`src/rtl/ascii_hex_collector.sv`:
```
// Frames CR-terminated lines of up to eight ASCII hex digits into a right-justified uppercase word.
// Latency: one cycle from the terminator/offending strobe to word_valid/word_error; no backpressure, every strobe is consumed.
module ascii_hex_collector #(
    parameter logic [7:0] TERM_CHAR   = 8'h0D,
    parameter logic [7:0] IGNORE_CHAR = 8'h0A
) (
    input  logic       clk,
    input  logic       reset,
    input  logic [7:0] rx_data,
    input  logic       rx_valid,
    output logic [7:0] ascii_7,
    output logic [7:0] ascii_6,
    output logic [7:0] ascii_5,
    output logic [7:0] ascii_4,
    output logic [7:0] ascii_3,
    output logic [7:0] ascii_2,
    output logic [7:0] ascii_1,
    output logic [7:0] ascii_0,
    output logic       word_valid,
    output logic       word_error,
    output logic [3:0] digit_count
);

    typedef enum logic {
        COLLECT = 1'b0,
        DISCARD = 1'b1
    } state_t;

    localparam logic [63:0] ALL_ZERO_CHARS = {8{8'h30}};

    state_t      state_q;
    logic [63:0] buf_q;
    logic [3:0]  cnt_q;
    logic [63:0] out_q;
    logic        word_valid_q;
    logic        word_error_q;

    logic       is_digit_d;
    logic [7:0] digit_d;

    // Lowercase a-f is folded so the downstream decoder only sees uppercase.
    always_comb begin
        is_digit_d = 1'b0;
        digit_d    = rx_data;
        if ((rx_data >= 8'h30 && rx_data <= 8'h39) ||
            (rx_data >= 8'h41 && rx_data <= 8'h46)) begin
            is_digit_d = 1'b1;
        end else if (rx_data >= 8'h61 && rx_data <= 8'h66) begin
            is_digit_d = 1'b1;
            digit_d    = rx_data - 8'h20;
        end
    end

    always_ff @(posedge clk or posedge reset) begin
        if (reset) begin
            state_q      <= COLLECT;
            buf_q        <= ALL_ZERO_CHARS;
            cnt_q        <= 4'd0;
            out_q        <= ALL_ZERO_CHARS;
            word_valid_q <= 1'b0;
            word_error_q <= 1'b0;
        end else begin
            word_valid_q <= 1'b0;
            word_error_q <= 1'b0;
            if (rx_valid) begin
                case (state_q)
                    COLLECT: begin
                        if (rx_data == TERM_CHAR) begin
                            if (cnt_q != 4'd0) begin
                                out_q        <= buf_q;
                                word_valid_q <= 1'b1;
                                buf_q        <= ALL_ZERO_CHARS;
                                cnt_q        <= 4'd0;
                            end
                        end else if (rx_data == IGNORE_CHAR) begin
                            state_q <= COLLECT;
                        end else if (is_digit_d && cnt_q < 4'd8) begin
                            buf_q <= {buf_q[55:0], digit_d};
                            cnt_q <= cnt_q + 4'd1;
                        end else begin
                            word_error_q <= 1'b1;
                            state_q      <= DISCARD;
                        end
                    end
                    DISCARD: begin
                        // Stay silent until the line ends, then start clean.
                        if (rx_data == TERM_CHAR) begin
                            state_q <= COLLECT;
                            buf_q   <= ALL_ZERO_CHARS;
                            cnt_q   <= 4'd0;
                        end
                    end
                    default: state_q <= COLLECT;
                endcase
            end
        end
    end

    assign ascii_7     = out_q[63:56];
    assign ascii_6     = out_q[55:48];
    assign ascii_5     = out_q[47:40];
    assign ascii_4     = out_q[39:32];
    assign ascii_3     = out_q[31:24];
    assign ascii_2     = out_q[23:16];
    assign ascii_1     = out_q[15:8];
    assign ascii_0     = out_q[7:0];
    assign word_valid  = word_valid_q;
    assign word_error  = word_error_q;
    assign digit_count = cnt_q;

endmodule

```
`config.mk`:
```
export PLATFORM = sky130hd
export DESIGN_NAME = ascii_hex_collector
export DESIGN_NICKNAME = d
export VERILOG_FILES = /design/src/rtl/ascii_hex_collector.sv
export SDC_FILE = /design/constraint.sdc
export NUM_CORES = 1
export LEC_CHECK = 0
export BUFFER_PORTS_ARGS = -buffer_cell sky130_fd_sc_hd__buf_2
export CORE_ASPECT_RATIO = 0.9
export CORE_MARGIN = 2
export CORE_UTILIZATION = 30
export DETAILED_ROUTE_END_ITERATION = 8
export GPL_TIMING_DRIVEN = 0
export SKIP_LAST_GASP = 1
export SYNTH_ARGS = -nofsm -noshare
export SYNTH_HDL_FRONTEND = slang
export SYNTH_SLANG_ARGS = --single-unit
export TNS_END_PERCENT = 50
```
`constraint.sdc`:
```
create_clock -name clk -period 5.9 [get_ports clk]
set_clock_uncertainty 0.05 [all_clocks]
set_input_delay 0.59 -clock clk [delete_from_list [all_inputs] [get_ports clk]]
set_output_delay 0.59 -clock clk [all_outputs]
set_load 0.01 [all_outputs]
```
# Word-level counts from Yosys, hierarchy flattened

Cells that the tools add are included.

Register bits: 135

Magnitude comparators: 7
$add $sub $neg: 2
Mux-type cells: 27
Bitwise logic cells: 1
Equal/unequal tests: 6
Reduce and logical (&&, ||, !) cells: 8

Operators with widths:

| operator            | count |
|---|---|
| $mux 64             | 5 |
| $pmux 64 s2         | 1 |
| $mux 4              | 5 |
| $eq 8x4->1 const B  | 2 |
| $ge 8x7->1 const B  | 2 |
| $le 8x7->1 const B  | 2 |
| $mux 8              | 2 |
| $mux 1              | 12 |
| $ne 3x3->1 const B  | 3 |
| $ge 8x6->1 const B  | 1 |
| $le 8x6->1 const B  | 1 |
| $pmux 4 s2          | 1 |
| $sub 8x6->8 const B | 1 |
| $reduce_and 5->1    | 1 |
| $add 4x1->4 const B | 1 |
| $logic_and 1x1->1   | 4 |
| $lt 4x4->1 const B  | 1 |
| $reduce_and 4->1    | 1 |
| $reduce_bool 4->1   | 1 |
| $ne 2x1->1 const B  | 1 |
| $pmux 1 s2          | 1 |
| $logic_or 1x1->1    | 1 |
| $not 1->1           | 1 |

# Logic depth before layout (Yosys ltp)

Depth in word-level cells: 10
Mapped depth: 11
Mapped depth without buffers: 8

# Worst setup path after synthesis

No wires, ideal clock.

Path kind: input -> register
Start: in rx_data[4]
End: reg buf_q[1]
Stages: 8
Library setup time: 0.125 ns
Arrival: 2.545 ns
Path buffers: 2
Slack: 3.180 ns
Cells stage by stage: buf_2 or4_4 a2bb2oi_1 o31ai_1 o21ai_2 a21oi_4 buf_6 mux2_2

Cells in the longest elaborated chain, start to end: 8
Elaborated cells on any way between the ends: 26
Classes of those cells: order compare: 6; eq/ne: 6; mux: 8; reduce/logical: 6

Ends and longest elaborated chain:

| what                                        | line       | RTL |
|---|---|---|
| from (decl)                                 | 9          | `input logic [7:0] rx_data,` |
| $ge 8x7->1 (tied with other cells)          | 48         | `end else if (rx_data >= 8'h61 && rx_data <= 8'h66) begin` |
| $logic_and 1x1->1, on equally long branches | 48, 45, 46 |  |
| $mux 8 or $logic_or 1x1->1 (tied branches)  | 48, 45     |  |
| $mux 8                                      | 45         | `if ((rx_data >= 8'h30 && rx_data <= 8'h39) \|\|` |
| $mux 64                                     | 77         | `end else if (is_digit_d && cnt_q < 4'd8) begin` |
| $mux 64                                     | 75         | `end else if (rx_data == IGNORE_CHAR) begin` |
| $mux 64                                     | 68         | `if (rx_data == TERM_CHAR) begin` |
| $pmux 64 s2                                 | 66         | `case (state_q)` |
| to (signal assigned)                        | 78         | `buf_q <= {buf_q[55:0], digit_d};` |
| to (decl)                                   | 32         | `logic [63:0] buf_q;` |

Several ways; a longest one is shown, not always the timed one. The select of a mux whose other input is x is not followed.
A chain may end at the register's enable or synchronous reset.

# Worst setup path in the final report

Start: in rx_data[5]
End: reg out_q[1]

Cells in the longest elaborated chain, start to end: 2

Ends and longest elaborated chain:

| what                       | line | RTL |
|---|---|---|
| $eq 8x4->1                 | 68   |  |
| $reduce_and 4->1 (no line) | -    |  |
| to (signal assigned)       | 70   | `out_q <= buf_q;` |
| to (decl)                  | 34   | `logic [63:0] out_q;` |

No other way between the ends.

==> qor.yml <==
status:
  run_status: "finished clean"
clock_tree:
  clock_tree.htree_level_count: 4
  cts.root.buffer_cell: "clkbuf_16"
  hold_buffers: 0
  cts_buffers: 17
  post-cts-setup-buffers: 0
  numClockSinks: 135
  insertion_delay_ns: 0.42
  worst_setup_hold_path_clk_slew_ns: 0.06
  post_cts_resized: 0
  cts_tree: "done"
  ctsLongestPathBuffers: 2
yosys:
  synthTopCellsByCount: "dfrtp_1 (103), inv_1 (69), mux2_2 (68)"
  synth-seq-cells: 135
  synth_largest_area_cell: "dfrtp_1"
  synth-async-reset-ratio_pct: 100
  synth_sequential_area_ratio_pct: 58.4
  avgSynthCellArea_um2: 12.0
  synthesis.instances: 486
  yosysTopAreaCellShare_pct: 44.0
  ys_types: 36
  synth_top_cells_by_area: "dfrtp_1 (44%), dfstp_2 (14%), mux2_2 (13%)"
  synth_most_common_cell: "dfrtp_1"
  synth.yosys.warnings: 0
  synth-edff-count: 0
  synth_flop_cell: "dfrtp_1"
  post_synth_instance_area_um2: 5850
  synthesis.nets: 502
worst_setup_path:
  r2r_slack_ns: 3.02
  crit_type: "input pin to flop"
  critical_path.startpoint_type: "input pin"
  crit_arrival_ns: 3.27
  crit_path_required_time_ns: 6.15
  path_max_fanout: 10
  worst_setup_path_end_kind: "flop"
finish:
  layout-drive-gt1-share_pct: 37.5
  area_delta_synth_final_pct: 23.1
  fillCellCount: 1864
  fin_util_pct: 37.6
  nets: 597
  multi_input_area_um2: 2040
  area.sequential_um2: 3420
  num_antenna_cells: 0
routing:
  routed_wirelength_um: 13100
  post_drt_wl_per_cell_um: 15.6
  drc_errors: 0
  vias: 3830
  detailedRoute.firstPassIterationCount: 4
  detail_route.iter0.violations: 173
  ant_nets: 0
  avgViaCountPerCell: 4.54
global_route:
  globalRouteOverflowTotal: 0
  global_route.usage.total_pct: 13.7
  grt_pass1_vias: 4077
  grt_start_max_net_pins: 69
  antenna_found_initial: 0
  wire_length_of_the_first_global_routing_pass_um: 21400
sta:
  worst_slew_pin_slew_ns: 1.02
  clock.fmax_ghz: 0.331
  rsz0062_at_grt: "false"
  fin_crit_sh_pct: 51.1
  final_hold_viol_count: 0
  fin_crit_ns: 3.02
  finalMaxSlewViolations: 0
  final_setup_viols: 0
  setup_total_negative_slack_ns: 0
  timing.max_slew.rel_slack_pct: 31.8
run:
  maxCapViolCount: 0
placed_design:
  place_hpwl_um: 9230
  placement.io_buffers: 75
  finalWeightedCongestion: 0.847
power_and_ir_drop:
  power.density_cell_area_nw_per_um2: 326
  p_leak_nw: 3.49
  max-vdd-ir-drop_mv: 0.196
die:
  die_y_um: 137
  initial_utilization_pct: 30.6
  coreArea_um2: 19200
  placement_rows: 48
  die_w_um: 151
  fp.dieArea_um2: 20600
  ioPinCount: 81
hold_path:
  worstHoldPathType: "input pin to asynchronous set/reset pin"
-- report_power, final --
| group | internal, W | total [W] | switching [W] |
|---|---|---|---|
| clock | 0.000726 | 0.00113 | 0.000401 |
| sequential | 0.00101 | 0.00108 | 0.0000723 |
| combinational | 0.0000544 | 0.000137 | 0.0000830 |
| total | 0.00179 | 0.00235 | 0.000557 |
-- final cells by class --
class	count	area share, %
Sequential cell	135	47.4
Inverter	69	3.66
Buffer	27	1.96
Clock buffer	19	6.29
Tap cell	250	4.34
Multi-Input combinational cell	255	28.3
Timing Repair Buffer	76	5.59
Clock inverter	13	2.45
-- placed cells by master (no fill, tap or decap), types with 4 or more instances in the layout --
cell	n
mux2i_1	61
clkbuf_1	17
nand2_1	52
bufinv_16	4
clkinv_2	5
nor4_1	5
dfrtp_1	103
nand3_1	4
dfstp_2	32
ha_1	5
nand4_1	4
mux2_2	68
inv_1	68
nor2_1	25
buf_2	77
buf_4	4
clkbuf_16	17
-- layer usage --
metal | global-route usage (%) | routed length (µm)
met1 | 18.2 | 6160
met2 | 21.8 | 6110
met3 | 2.67 | 666
met4 | 6.07 | 201
met5 | 0 | 0
-- registers in the layout (all words and copies together), names as in the netlist --
register     flops
out_q           64
digit_count      4
buf_q           64
state_q          1
word_error       1
word_valid       1
-- worst paths after layout --
path	startpoint	end	depth (start not counted)
max in group asynchronous	reset	buf_q[28]	3
max	rx_data[5]	out_q[1]	9
min	reset	out_q[18]	2
max reg2reg	digit_count[0]	out_q[1]	6
min reg2reg	buf_q[60]	buf_q[60]	2
min in group clk	rx_valid	state_q	2
-- worst max-delay path, cell delays in order --
cell and delay (ns):
buf_2 0.11, clkbuf_1 0.19, inv_1 0.17, nand4_1 0.10
nor4_1 0.21, nand2_1 0.10, nor3_2 0.77, clkbuf_1 0.61
mux2_2 0.41
-- per-stage QoR --
stage,total power [W],std cells,instance area (µm²),hold WS [ns],setup slack [ns]
final,0.00235,844,7200,0.205,2.88
after CTS,0.00238,844,7200,0.230,2.86
after floorplan,0.00117,486,5850,0.392,1.70
after detailed placement,0.00123,812,6580,0.413,2.42
after global placement,0.00122,811,6540,0.406,0.321
after global routing,0.00245,844,7200,0.255,2.65
-- logic make-up after synthesis --
| kind of cell | Yosys count | synth area share (%) |
|---|---|---|
| flops | 135 | 58.4 |
| mux | 130 | 23.7 |
| simple gates | 99 | 7.31 |
| buf+inv | 96 | 6.84 |
| compound gates | 21 | 2.69 |
| fa+ha+maj | 5 | 1.07 |
Power figures use the tool's default switching activity.
